## src/rtl/uart_button_rx.sv

```systemverilog
// UART command receiver: 8N1 deserialiser that maps the a/d/w/s keys to one-hot button pulses.
// Optional macro UART_RX_PARITY_EN switches the frame to 8E1 with a parity check.
module uart_button_rx #(
  parameter int unsigned CLK_FREQ = 100_000_000,
  parameter int unsigned BAUD     = 115200
) (
  input  logic       clk,
  input  logic       rst_n,
  input  logic       rx,
  output logic [3:0] button,
  output logic [7:0] rx_data,
  output logic       rx_valid,
  output logic       frame_err
);

  localparam int unsigned CLKS_PER_BIT = CLK_FREQ / BAUD;
  localparam int unsigned CNT_W        = $clog2(CLKS_PER_BIT);
  localparam logic [CNT_W-1:0] CNT_HALF = CNT_W'(CLKS_PER_BIT / 2 - 1);
  localparam logic [CNT_W-1:0] CNT_FULL = CNT_W'(CLKS_PER_BIT - 1);

  typedef enum logic [2:0] {
    S_IDLE,
    S_START,
    S_DATA,
`ifdef UART_RX_PARITY_EN
    S_PARITY,
`endif
    S_STOP
  } state_e;

  state_e           state_q, state_d;
  logic [CNT_W-1:0] cnt_q, cnt_d;
  logic [2:0]       idx_q, idx_d;
  logic [7:0]       shift_q, shift_d;
  logic [7:0]       data_q, data_d;
  logic [3:0]       button_q, button_d;
  logic             valid_q, valid_d;
  logic             ferr_q, ferr_d;
  logic             rx_meta_q, rxs_q;
  logic             par_ok_c;

  // Key decode: upper and lower case map to the same command
  function automatic logic [3:0] decode(input logic [7:0] b);
    case (b)
      8'h64, 8'h44: return 4'b0001;
      8'h61, 8'h41: return 4'b1000;
      8'h77, 8'h57: return 4'b0100;
      8'h73, 8'h53: return 4'b0010;
      default:      return 4'b0000;
    endcase
  endfunction

  // Two-flop synchroniser, idles high like the line
  always_ff @(posedge clk or negedge rst_n) begin
    if (!rst_n) begin
      rx_meta_q <= 1'b1;
      rxs_q     <= 1'b1;
    end else begin
      rx_meta_q <= rx;
      rxs_q     <= rx_meta_q;
    end
  end

`ifdef UART_RX_PARITY_EN
  logic par_q, par_d;

  always_ff @(posedge clk or negedge rst_n) begin
    if (!rst_n) par_q <= 1'b0;
    else        par_q <= par_d;
  end

  // Even parity: data bits plus parity bit must XOR to zero
  assign par_ok_c = ~(^{shift_q, par_q});
`else
  assign par_ok_c = 1'b1;
`endif

  always_ff @(posedge clk or negedge rst_n) begin
    if (!rst_n) begin
      state_q  <= S_IDLE;
      cnt_q    <= '0;
      idx_q    <= '0;
      shift_q  <= '0;
      data_q   <= '0;
      button_q <= '0;
      valid_q  <= 1'b0;
      ferr_q   <= 1'b0;
    end else begin
      state_q  <= state_d;
      cnt_q    <= cnt_d;
      idx_q    <= idx_d;
      shift_q  <= shift_d;
      data_q   <= data_d;
      button_q <= button_d;
      valid_q  <= valid_d;
      ferr_q   <= ferr_d;
    end
  end

  always_comb begin
    state_d  = state_q;
    cnt_d    = cnt_q;
    idx_d    = idx_q;
    shift_d  = shift_q;
    data_d   = data_q;
    button_d = 4'b0000;
    valid_d  = 1'b0;
    ferr_d   = 1'b0;
`ifdef UART_RX_PARITY_EN
    par_d    = par_q;
`endif
    case (state_q)
      S_IDLE: begin
        if (!rxs_q) begin
          state_d = S_START;
          cnt_d   = CNT_HALF;
        end
      end
      S_START: begin
        if (cnt_q == '0) begin
          if (rxs_q) begin
            state_d = S_IDLE;
          end else begin
            state_d = S_DATA;
            cnt_d   = CNT_FULL;
            idx_d   = 3'd0;
          end
        end else begin
          cnt_d = cnt_q - CNT_W'(1);
        end
      end
      S_DATA: begin
        if (cnt_q == '0) begin
          shift_d[idx_q] = rxs_q;
          cnt_d          = CNT_FULL;
          if (idx_q == 3'd7) begin
`ifdef UART_RX_PARITY_EN
            state_d = S_PARITY;
`else
            state_d = S_STOP;
`endif
          end else begin
            idx_d = idx_q + 3'd1;
          end
        end else begin
          cnt_d = cnt_q - CNT_W'(1);
        end
      end
`ifdef UART_RX_PARITY_EN
      S_PARITY: begin
        if (cnt_q == '0) begin
          par_d   = rxs_q;
          cnt_d   = CNT_FULL;
          state_d = S_STOP;
        end else begin
          cnt_d = cnt_q - CNT_W'(1);
        end
      end
`endif
      S_STOP: begin
        // Sample mid-stop and return to IDLE at once so a back-to-back start bit is caught
        if (cnt_q == '0) begin
          state_d = S_IDLE;
          if (rxs_q && par_ok_c) begin
            data_d   = shift_q;
            valid_d  = 1'b1;
            button_d = decode(shift_q);
          end else begin
            ferr_d = 1'b1;
          end
        end else begin
          cnt_d = cnt_q - CNT_W'(1);
        end
      end
      default: state_d = S_IDLE;
    endcase
  end

  assign button    = button_q;
  assign rx_data   = data_q;
  assign rx_valid  = valid_q;
  assign frame_err = ferr_q;

endmodule

```

## config.mk

```make
export PLATFORM = sky130hd
export DESIGN_NAME = uart_button_rx
export DESIGN_NICKNAME = d
export VERILOG_FILES = /design/src/rtl/uart_button_rx.sv
export SDC_FILE = /design/constraint.sdc
export NUM_CORES = 1
export LEC_CHECK = 0
export ABC_AREA = 1
export CAP_MARGIN = 20
export CORE_UTILIZATION = 35
export CTS_BUF_LIST = sky130_fd_sc_hd__clkbuf_4
export DETAILED_ROUTE_END_ITERATION = 7
export GPL_TIMING_DRIVEN = 0
export PLACE_DENSITY_LB_ADDON = 0.25
export SYNTH_ARGS = -nofsm -noshare
export SYNTH_HDL_FRONTEND = slang
export SYNTH_SLANG_ARGS = --single-unit
```

## constraint.sdc

```tcl
create_clock -name clk -period 4.9 [get_ports clk]
set_clock_uncertainty 0.15 [all_clocks]
set_input_delay 0.49 -clock clk [delete_from_list [all_inputs] [get_ports clk]]
set_output_delay 0.49 -clock clk [all_outputs]
set_load 0.01 [all_outputs]
```

==> run metrics <==
status finished, final reports clean; worst setup path class register to register; Reg-to-Reg Start state_q[0]; Worst-Skew Late Latency about 0.34 ns; sequential-to-total area share from yosys stat between 40% and 50%; Post-Synth XOR/XNOR Area less than 1%; Starting Density 36.3%; CTS Buffer Depth 2; Synth Cell Area 2150 µm²; wirelength, routed between 4 and 5 mm; fin crit share 42.4%; total core area approximately 5900 µm²; CP required 5.03 ns; Layout area overhead 15.3%; # diodes 0; Buf+Inv Stages, Crit Path 1; clock slew at reported path FFs 0.12 ns; CTS tree done; Mapped Cells approximately 280; row count 28; r2r setup slk between 2 and 3 ns; TNS Setup 0 ns; IO buf count 16; VDD IR max between 90 and 100 µV; Synth cell types 23; Clock Sink Count 39; Hold Slack 0.0815 ns; die width 80.4 µm; Simple-Gate Fraction of Synth Area 32.8%; unrepaired setup endpoints after global routing no; Setup violations, final 0; DRT Pass-1 Iters 4; chip height between 80 and 90 µm; Final min period 2.08 ns; max-slew violation count 0; Avg WL per Cell 11.3 µm; H-tree Lvls 2; Slowest cell on crit path dfrtp_1; pre-CTS WS approximately 2.8 ns; Avg Inst Size Synth 7.71 µm²; cell count of the worst reg-to-reg path 8; worst slew pin tran 0.844 ns; DRT iter0 DRCs ~110; relative slew slack ~44%; Final ANT Viol Nets 0; Root Buffer clkbuf_4; post-synthesis compound-gate area fraction 8.37%; RD Place Congestion slightly below 0.9; adder-cell area share of the yosys netlist under 10%; Total Nets Final roughly 310; Worst setup EP type register; fmax 481 MHz; IO Pins 17; first-pass GRT wire length roughly 7.6 mm; vias in the first global route 1652; Synth Register Bits 39; startpoint types register; CTS buffer count 5; Setup WS post-layout 2.82 ns; quantity of gates resized following cts 0; M3 GR Usage 3.41%; met1 Use GR 20.6%; Largest delay share family, worst path simple AND/OR/NAND/NOR gates; mux share of post-synthesis cell area 0%; YS warnings 0; leakage 1.30 nW; Post-Syn Nets 291; hold crit path type primary input to async pin; R2R Path End cnt_q[9]; Die Area ~6500 µm²; Total GRT Usage 15.2%; DR vias around 1.8k; Avg Vias per Cell 4.63; Fillers 623; DR DRC count 0; post-CTS setup buffer count 0; CP arrival 2.21 ns; Post-DP Area 2400 µm²; Post-CTS Hold Fix Bufs 0; critical path's largest stage delay 0.46 ns; DPL Wire Length between 3 and 4 mm; met2 Use GR 23.7%; GR peak layer met2; initial antenna violation count 0; total congestion overflow 0; worst-path maximum fanout 8; max-cap violations 0; power per cell area 223 nW/µm²; post-route cell area roughly 2500 µm²; pin count of the biggest net entering global routing 40; crit-path cells inv_1 -> ha_1 -> nor2_1 -> a21oi_1 -> nand2_1 -> nor2_1 -> nand3_1 -> nand2_1; Final Hold Fails 0; main combinational cell family by area after synthesis simple AND/OR/NAND/NOR gates; ratio of cells with drive above 1 in the final layout 9.24%
[worst max-delay path by stage]
stage,from,end,depth (start not counted)
final,state_q[0],cnt_q[9],8
after detailed placement,state_q[0],cnt_q[7],7
after floorplan,cnt_q[0],rx_data[3],10
after global placement,rst_n,shift_q[2],1
after CTS,state_q[0],cnt_q[9],8
after global routing,state_q[1],cnt_q[8],9
[cells in the final DEF (no fill, tap or decap)]
master,n
a21oi_1,6
buf_2,1
buf_6,1
bufinv_16,1
clkbuf_4,5
clkdlybuf4s50_1,15
clkinv_2,1
clkinv_4,1
dfrtp_1,37
dfstp_2,2
ha_1,9
inv_1,37
inv_2,2
nand2_1,77
nand2_2,4
nand2_4,1
nand3_1,32
nand3b_1,2
nand4_1,3
nor2_1,32
nor2_4,3
nor3_1,2
nor3_4,1
nor4_1,1
o2111ai_1,1
o211ai_1,1
o21ai_0,18
o21ai_2,5
xor2_1,2
[per-stage QoR]
step | util (%) | instances | power (W)
floorplan | - | 279 | 0.000332
global placement | 40.6 | 370 | 0.000341
detailed placement | 40.6 | 370 | 0.000340
CTS | 41.9 | 378 | 0.000562
global route | 41.9 | 378 | 0.000579
finish | 41.9 | 378 | 0.000552
[cell usage after synthesis]
library cell  count  share of area (%)
nand2_1          77                 13
dfrtp_1          37                 43
inv_1            37                6.5
nand3_1          32                7.4
nor2_1           32                5.6
o21ai_0          18                4.2
ha_1              9                5.2
a21oi_1           6                1.4
o21ai_2           5                2.0
nand2_2           4                1.2
nand4_1           3               0.87
nor2_4            3                1.6
dfstp_2           2                2.4
inv_2             2               0.35
nand3b_1          2               0.70
nor3_1            2               0.47
xor2_1            2               0.81
buf_6             1               0.52
nand2_4           1               0.52
nor3_4            1               0.76
nor4_1            1               0.29
o2111ai_1         1               0.41
o211ai_1          1               0.35
[routing by layer]
layer	part of all wire, %	wire length (µm)
met5	0	0
met4	0.63	27
met3	3.3	140
met2	45	1930
met1	51	2160
[flip-flops by register name, indices dropped and copies added (netlist names)]
name       flops
shift_q        8
state_q        2
rx_meta_q      1
frame_err      1
idx_q          3
rx_data        8
button         4
cnt_q         10
rx_valid       1
rxs_q          1
[where the power goes]
group	switching [W]	total, W	internal, W
Sequential	0.00000107	0.000324	0.000323
Clock	0.000112	0.000219	0.000107
Combinational	0.00000769	0.00000913	0.00000145
Total	0.000120	0.000552	0.000432
[kinds of logic after synthesis]
group | Yosys count
buf+inv | 40
compound gates | 31
flops | 39
xor+xnor | 2
simple gates | 158
fa+ha+maj | 9
[layout make-up]
class	count	area [µm²]	share of cell area, %
inverters	39	146	5.90
well taps	75	93.8	3.78
plain buffers	1	11.3	0.454
clock inverters	3	43.8	1.76
multi-input cells	200	1020	40.9
flip-flops and latches	39	978	39.4
repair buffers	16	155	6.25
clock buffers	5	37.5	1.51
(Power assumes the default switching activity.)
